## src/rtl/sort_pkg.sv

```systemverilog
// Shared helpers for the parallel rank sorter: default sizes, index width
// and the flat-vector field slicing used by every lane/slot.
package sort_pkg;

  // Default geometry of one sorted vector.
  localparam int SORT_N_DEFAULT = 8;
  localparam int SORT_W_DEFAULT = 16;

  // Index width for n lanes. A 2-lane sorter still needs one index bit,
  // so the result never drops below 1.
  function automatic int sort_idx_w(input int n);
    int r;
    r = 1;
    while ((1 << r) < n) begin
      r = r + 1;
    end
    return r;
  endfunction

  // Lowest bit of lane (or slot) k inside a flat vector of w-bit fields.
  function automatic int sort_lane_lo(input int k, input int w);
    return k * w;
  endfunction

endpackage

```

## src/rtl/sort_rank_row.sv

```systemverilog
// One row of the rank sorter. The compare half looks at the live input keys
// and marks which lanes go before this lane; the count half turns the
// registered copy of that row into this lane's output slot number.
module sort_rank_row
  import sort_pkg::*;
#(
  parameter int N    = SORT_N_DEFAULT,
  parameter int W    = SORT_W_DEFAULT,
  parameter int IW   = sort_idx_w(SORT_N_DEFAULT),
  parameter int LANE = 0
) (
  input  logic [N*W-1:0] i_keys,
  input  logic           i_desc,
  output logic [N-1:0]   o_row,
  input  logic [N-1:0]   i_row,
  output logic [IW-1:0]  o_rank
);

  logic [W-1:0]  w_key_self;
  logic [IW-1:0] w_count;

  assign w_key_self = i_keys[sort_lane_lo(LANE, W) +: W];

  // Bit j set when lane j precedes this lane; equal keys fall back to lane
  // order so the result is stable in both directions. Diagonal stays 0.
  always_comb begin
    o_row = '0;
    for (int j = 0; j < N; j++) begin
      if (j != LANE) begin
        if (i_desc) begin
          o_row[j] = (i_keys[sort_lane_lo(j, W) +: W] > w_key_self) ||
                     ((i_keys[sort_lane_lo(j, W) +: W] == w_key_self) && (j < LANE));
        end else begin
          o_row[j] = (i_keys[sort_lane_lo(j, W) +: W] < w_key_self) ||
                     ((i_keys[sort_lane_lo(j, W) +: W] == w_key_self) && (j < LANE));
        end
      end
    end
  end

  // Popcount of the registered row. The diagonal is always 0, so the count
  // tops out at N-1 and always fits in IW bits.
  always_comb begin
    w_count = '0;
    for (int j = 0; j < N; j++) begin
      w_count = w_count + IW'(i_row[j]);
    end
  end

  assign o_rank = w_count;

endmodule

```

## src/rtl/sort_parallel_pipe.sv

```systemverilog
// Three-stage parallel rank sorter with valid/ready on both sides.
//   stage 1: keys + full pairwise precedence matrix
//   stage 2: keys + per-lane rank (row popcount)
//   stage 3: output register, keys scattered to slot = rank
// Every stage owns its valid bit and stalls only when the stage after it
// is full and not moving, so the pipe runs at one vector per cycle.
module sort_parallel_pipe
  import sort_pkg::*;
#(
  parameter int N = SORT_N_DEFAULT,
  parameter int W = SORT_W_DEFAULT
) (
  input  logic                       clk,
  input  logic                       rst_n,
  input  logic                       in_valid,
  output logic                       in_ready,
  input  logic [N*W-1:0]             in_data,
  input  logic                       in_desc,
  output logic                       out_valid,
  input  logic                       out_ready,
  output logic [N*W-1:0]             out_data,
  output logic [N*sort_idx_w(N)-1:0] out_idx
);

  localparam int IW = sort_idx_w(N);

  // Stage advance chain, evaluated from the output backwards.
  logic w_out_adv;
  logic w_s2_adv;
  logic w_s1_adv;

  // Stage 1 state: keys and the precedence matrix (direction is already
  // folded into the matrix, so it is not carried further).
  logic                      r_s1_valid;
  logic [N-1:0][W-1:0]       r_s1_keys;
  logic [N-1:0][N-1:0]       r_s1_mat;

  // Combinational rows from the live inputs and ranks from stage 1.
  logic [N-1:0][N-1:0]       w_row;
  logic [N-1:0][IW-1:0]      w_rank;

  // Stage 2 state: keys travel alongside their ranks.
  logic                      r_s2_valid;
  logic [N-1:0][W-1:0]       r_s2_keys;
  logic [N-1:0][IW-1:0]      r_s2_rank;

  // Scatter result feeding the output register.
  logic [N-1:0][W-1:0]       w_slot_key;
  logic [N-1:0][IW-1:0]      w_slot_idx;

  // Output register.
  logic                      r_out_valid;
  logic [N*W-1:0]            r_out_data;
  logic [N*IW-1:0]           r_out_idx;

  assign w_out_adv = !r_out_valid || out_ready;
  assign w_s2_adv  = !r_s2_valid  || w_out_adv;
  assign w_s1_adv  = !r_s1_valid  || w_s2_adv;

  // Ready depends only on pipe occupancy and out_ready, never on in_valid.
  assign in_ready  = w_s1_adv;

  assign out_valid = r_out_valid;
  assign out_data  = r_out_data;
  assign out_idx   = r_out_idx;

  // One rank row per lane: compare half feeds stage 1, count half reads it.
  genvar gi;
  generate
    for (gi = 0; gi < N; gi++) begin : g_row
      sort_rank_row #(
        .N    (N),
        .W    (W),
        .IW   (IW),
        .LANE (gi)
      ) u_row (
        .i_keys (in_data),
        .i_desc (in_desc),
        .o_row  (w_row[gi]),
        .i_row  (r_s1_mat[gi]),
        .o_rank (w_rank[gi])
      );
    end
  endgenerate

  // Stage 1: capture an accepted vector and its comparison matrix.
  always_ff @(posedge clk or negedge rst_n) begin
    if (!rst_n) begin
      r_s1_valid <= 1'b0;
      r_s1_keys  <= '0;
      r_s1_mat   <= '0;
    end else if (w_s1_adv) begin
      r_s1_valid <= in_valid;
      if (in_valid) begin
        r_s1_keys <= in_data;
        r_s1_mat  <= w_row;
      end
    end
  end

  // Stage 2: reduce each matrix row to a rank, keys ride along.
  always_ff @(posedge clk or negedge rst_n) begin
    if (!rst_n) begin
      r_s2_valid <= 1'b0;
      r_s2_keys  <= '0;
      r_s2_rank  <= '0;
    end else if (w_s2_adv) begin
      r_s2_valid <= r_s1_valid;
      if (r_s1_valid) begin
        r_s2_keys <= r_s1_keys;
        r_s2_rank <= w_rank;
      end
    end
  end

  // Scatter: ranks form a permutation, so exactly one lane matches each
  // slot and an OR across lanes acts as the slot multiplexer.
  always_comb begin
    w_slot_key = '0;
    w_slot_idx = '0;
    for (int s = 0; s < N; s++) begin
      for (int i = 0; i < N; i++) begin
        if (r_s2_rank[i] == IW'(s)) begin
          w_slot_key[s] = w_slot_key[s] | r_s2_keys[i];
          w_slot_idx[s] = w_slot_idx[s] | IW'(i);
        end
      end
    end
  end

  // Output register: loads on advance, holds everything while stalled.
  always_ff @(posedge clk or negedge rst_n) begin
    if (!rst_n) begin
      r_out_valid <= 1'b0;
      r_out_data  <= '0;
      r_out_idx   <= '0;
    end else if (w_out_adv) begin
      r_out_valid <= r_s2_valid;
      if (r_s2_valid) begin
        r_out_data <= w_slot_key;
        r_out_idx  <= w_slot_idx;
      end
    end
  end

endmodule

```

## config.mk

```make
export PLATFORM = sky130hd
export DESIGN_NAME = sort_parallel_pipe
export DESIGN_NICKNAME = d
export VERILOG_FILES = /design/src/rtl/sort_pkg.sv /design/src/rtl/sort_rank_row.sv /design/src/rtl/sort_parallel_pipe.sv
export SDC_FILE = /design/constraint.sdc
export NUM_CORES = 2
export LEC_CHECK = 0
export CORE_ASPECT_RATIO = 1.4
export CORE_MARGIN = 3
export CORE_UTILIZATION = 40
export DETAILED_ROUTE_END_ITERATION = 8
export GPL_TIMING_DRIVEN = 0
export PLACE_DENSITY = 0.6
export RECOVER_POWER = 100
export SLEW_MARGIN = 20
export SYNTH_ARGS = -nofsm -noshare
export SYNTH_HDL_FRONTEND = slang
export SYNTH_SLANG_ARGS = --single-unit
```

## constraint.sdc

```tcl
create_clock -name clk -period 6.7 [get_ports clk]
set_input_delay 1.34 -clock clk [delete_from_list [all_inputs] [get_ports clk]]
set_output_delay 1.34 -clock clk [all_outputs]
set_load 0.02 [all_outputs]
```

==> results.py <==
metrics = {
    "status": {
        "status": "complete, but fails checks",
        "violations": "DRC, capacitance limit, slew limit",
    },
    "yosys": {
        "synthAdderAreaFrac": 0.176,
        "yosysTopAreaCell": "dfrtp_1",
        "avgSynthCellArea_um2": 9.69,
        "synth_seq_cells": 491,
        "synth_common_cells": "dfrtp_1, a22oi_1, ha_1",
        "synth_ff_type": "dfrtp_1",
        "synth.cell_area_um2": 35900,
        "synth_compound_area_frac": 0.269,
        "synth_most_common_cell": "dfrtp_1",
        "syn_inst": 3703,
        "synth_top_area_share": 0.342,
        "postSynth.asyncResetShare": 1.00,
        "synth_nets": 4324,
        "synth_top_family_by_area": "compound AO/OA/AOI/OAI gates",
        "ys_types": 57,
        "ys_seq_area_frac": 0.342,
        "synthXorXnorAreaFrac": 0.000976,
        "synth_edf_count": 0,
        "muxShareOfSynthArea": 0.0427,
        "synth_area_leaders": "dfrtp_1, ha_1, a22oi_1, mux2_2, o21ai_0",
        "synthSimpleGateAreaFrac": 0.106,
        "yosysWarnings": 0,
    },
    "timing": {
        "drv_slew": 234,
        "period_minus_slack_ns": 4.77,
        "setup_slack_ns": 1.93,
        "holdWs_ns": 0.468,
        "tns_ns": 0,
        "max_slew.worst_pin.slew_ns": 2.33,
        "slew_headroom": -0.550,
        "finalHoldViolations": 0,
        "rsz0062_at_grt": "no",
        "skew_ns": 0.0457,
        "setup_viol_count_final": 0,
        "final.period_utilization": 0.712,
        "max_clock_freq_mhz": 210,
    },
    "cts": {
        "htree_levels": 2,
        "cts_sinks": 491,
        "hold_buffers": 0,
        "clockBufferDepth": 3,
        "ctsResizeCount": 0,
        "cts-buffers-inserted": 48,
        "cts_tree": "built",
        "cts_root_buffer": "clkbuf_16",
        "post_cts_buffers": 0,
        "clk-insertion-delay-late_ns": 0.64,
        "path_clk_slew_ns": 0.06,
    },
    "power": {
        "power_density_nw_per_um2": 377,
        "p_switching_mw": 7.65,
        "switching_share": 0.484,
        "p_seq_frac": 0.265,
        "combPwrFrac": 0.555,
        "p_int_mw": 8.15,
        "ir_worst_vdd_uv": 216,
        "leakage_nw": 18.9,
        "clockPowerShare": 0.180,
    },
    "layout": {
        "synthToLayoutAreaGrowth_pct": 16.9,
        "drive_above_1_share": 0.106,
        "finalInstanceArea_um2": 41900,
        "finalNetCount": 4668,
        "postLayoutCoreUtil": 0.473,
    },
    "global_route": {
        "grt_pass1_wl_um": 271000,
        "grt_overflow_total": 0,
        "grt_max_degree": 99,
        "track_usage": 0.414,
        "grt_pass1_vias": 34500,
        "antenna_found_initial": 15,
    },
    "route": {
        "route.met3.wl_um": 17700,
        "route.met2.wl_um": 84600,
        "via_count": 35200,
        "drc": 9,
        "drtPass1Iterations": 9,
        "routed_wl_um": 196000,
        "drt_iter0_drc": 4493,
        "vias_per_cell": 6.68,
        "top_layer_used": "met5",
        "routedWlPerCell_um": 37.2,
        "antenna_left": 0,
        "wirelength_met1_um": 67700,
    },
    "floorplan": {
        "ioPinCount": 287,
        "die_x_um": 259,
        "die_h_um": 360,
        "start_util": 0.405,
        "core_area_um2": 88600,
        "die-area_um2": 93400,
        "rows": 129,
    },
    "placement": {
        "pre_cts_slack_ns": 2.00,
        "portBuffers": 286,
        "gp_congestion": 1.07,
        "hpwl_um": 147000,
        "dpl-instance-area_um2": 40400,
    },
    "min_path": {
        "min_path_type": "flip-flop to flip-flop",
        "min_to": "out_data[98]$_DFFE_PN0P_",
        "hold_path_startpoint": "out_data[98]$_DFFE_PN0P_",
        "hold_depth": 1,
    },
    "setup_path": {
        "rr_worst_depth": 6,
        "worst_setup_path_start_kind": "primary input",
        "max_stage_delay_ns": 1.57,
        "end_kind": "flip-flop",
        "r2r_end": "r_s1_mat[61]$_DFFE_PN0P_",
        "startpoint": "in_data[109]",
        "critPathRequiredTime_ns": 7.21,
        "worst_path_max_delay_cell": "nor4_1",
        "critical_path_class": "primary input to flip-flop",
        "worstPathMaxFanout": 7,
        "r2r_slack_ns": 3.35,
        "cp_cell_sequence": "clkdlybuf4s50_1, inv_1, ha_1, nand4_1, nor4_1, o21ai_1, and3_1, a221o_1",
        "r2r_start": "out_valid$_DFFE_PN0P_",
        "critPathArrivalTime_ns": 5.28,
    },
    "flow_run": {
        "maxCapViolations": 8,
    },
}
-- layout by cell type (no fill, tap or decap), drive strengths merged, types with 46 or more instances in the layout --
master and n:
a41oi 118, nand4 83, clkbuf 254, nand2 281
clkdlybuf4s50 120, o21ai 233, a21o 147, a22oi 490
a21oi 161, inv 197, buf 154, nor2 67
dfrtp 491, ha 460, and3 46, mux2 136
dlygate4sd3 165
-- power groups by stage --
stage	clock network [mW]	logic, mW	registers (mW)
floorplan	0	4.11	4.59
finish	2.85	8.77	4.19
global placement	0	8.25	4.26
CTS	2.88	8.32	4.20
global route	2.99	8.98	4.27
detailed placement	0	8.30	4.25
-- metrics by stage --
stage               cells  total power, mW
finish               5269             15.8
global route         5262             16.2
detailed placement   5173             12.6
floorplan            3703             8.69
CTS                  5258             15.4
global placement     5168             12.5
-- how the worst max path moves through the flow --
stage                                            end  cells past startpoint
after floorplan                             in_ready                      1
final                       r_s1_mat[30]$_DFFE_PN0P_                      8
after CTS                                   in_ready                      3
after detailed placement    r_s1_mat[30]$_DFFE_PN0P_                      8
after global routing      r_s1_keys[124]$_DFFE_PN0P_                      3
after global placement      r_s1_mat[53]$_DFFE_PN0P_                      1
-- registers in the layout, summed over array words and instances, names as in the netlist --
register    cells
r_s2_valid      1
r_s2_keys     128
r_s2_rank      24
r_s1_valid      1
r_s1_keys     128
out_valid       1
out_idx        24
r_s1_mat       56
out_data      128
-- cell families after synthesis --
family                     Yosys count
AOI/OAI and AO/OA                 1366
xor gates and xnor gates             4
adders and majority gates          488
buffers and inverters              531
DFF                                491
muxes                              136
and+or+nand+nor                    687
-- layer usage --
layer / global-route usage / vias to the layer above
li1: - / 14900
met1: 0.448 / 17000
met2: 0.638 / 2347
met3: 0.121 / 879
met4: 0.406 / 10
met5: 0.00977 / -
-- area by class of cell --
| class | count | area, um2 |
|---|---|---|
| Tap cell | 1179 | 1480 |
| Multi-Input combinational cell | 2681 | 21300 |
| Buffer | 337 | 1550 |
| Timing Repair Buffer | 294 | 2990 |
| Fill cell | 8478 | 46700 |
| Clock buffer | 62 | 1290 |
| Sequential cell | 491 | 12300 |
| Inverter | 194 | 728 |
| Clock inverter | 23 | 314 |
| Antenna cell | 8 | 20.0 |
-- worst max-delay path: cells and delay by family --
kind / cells / cell delay (ns)
AO/OA/AOI/OAI: 2 / 0.54
adder cells (fa/ha/maj): 1 / 0.41
buffers and inverters: 2 / 0.86
AND/OR/NAND/NOR: 3 / 2.11
(Power assumes the default switching activity.)
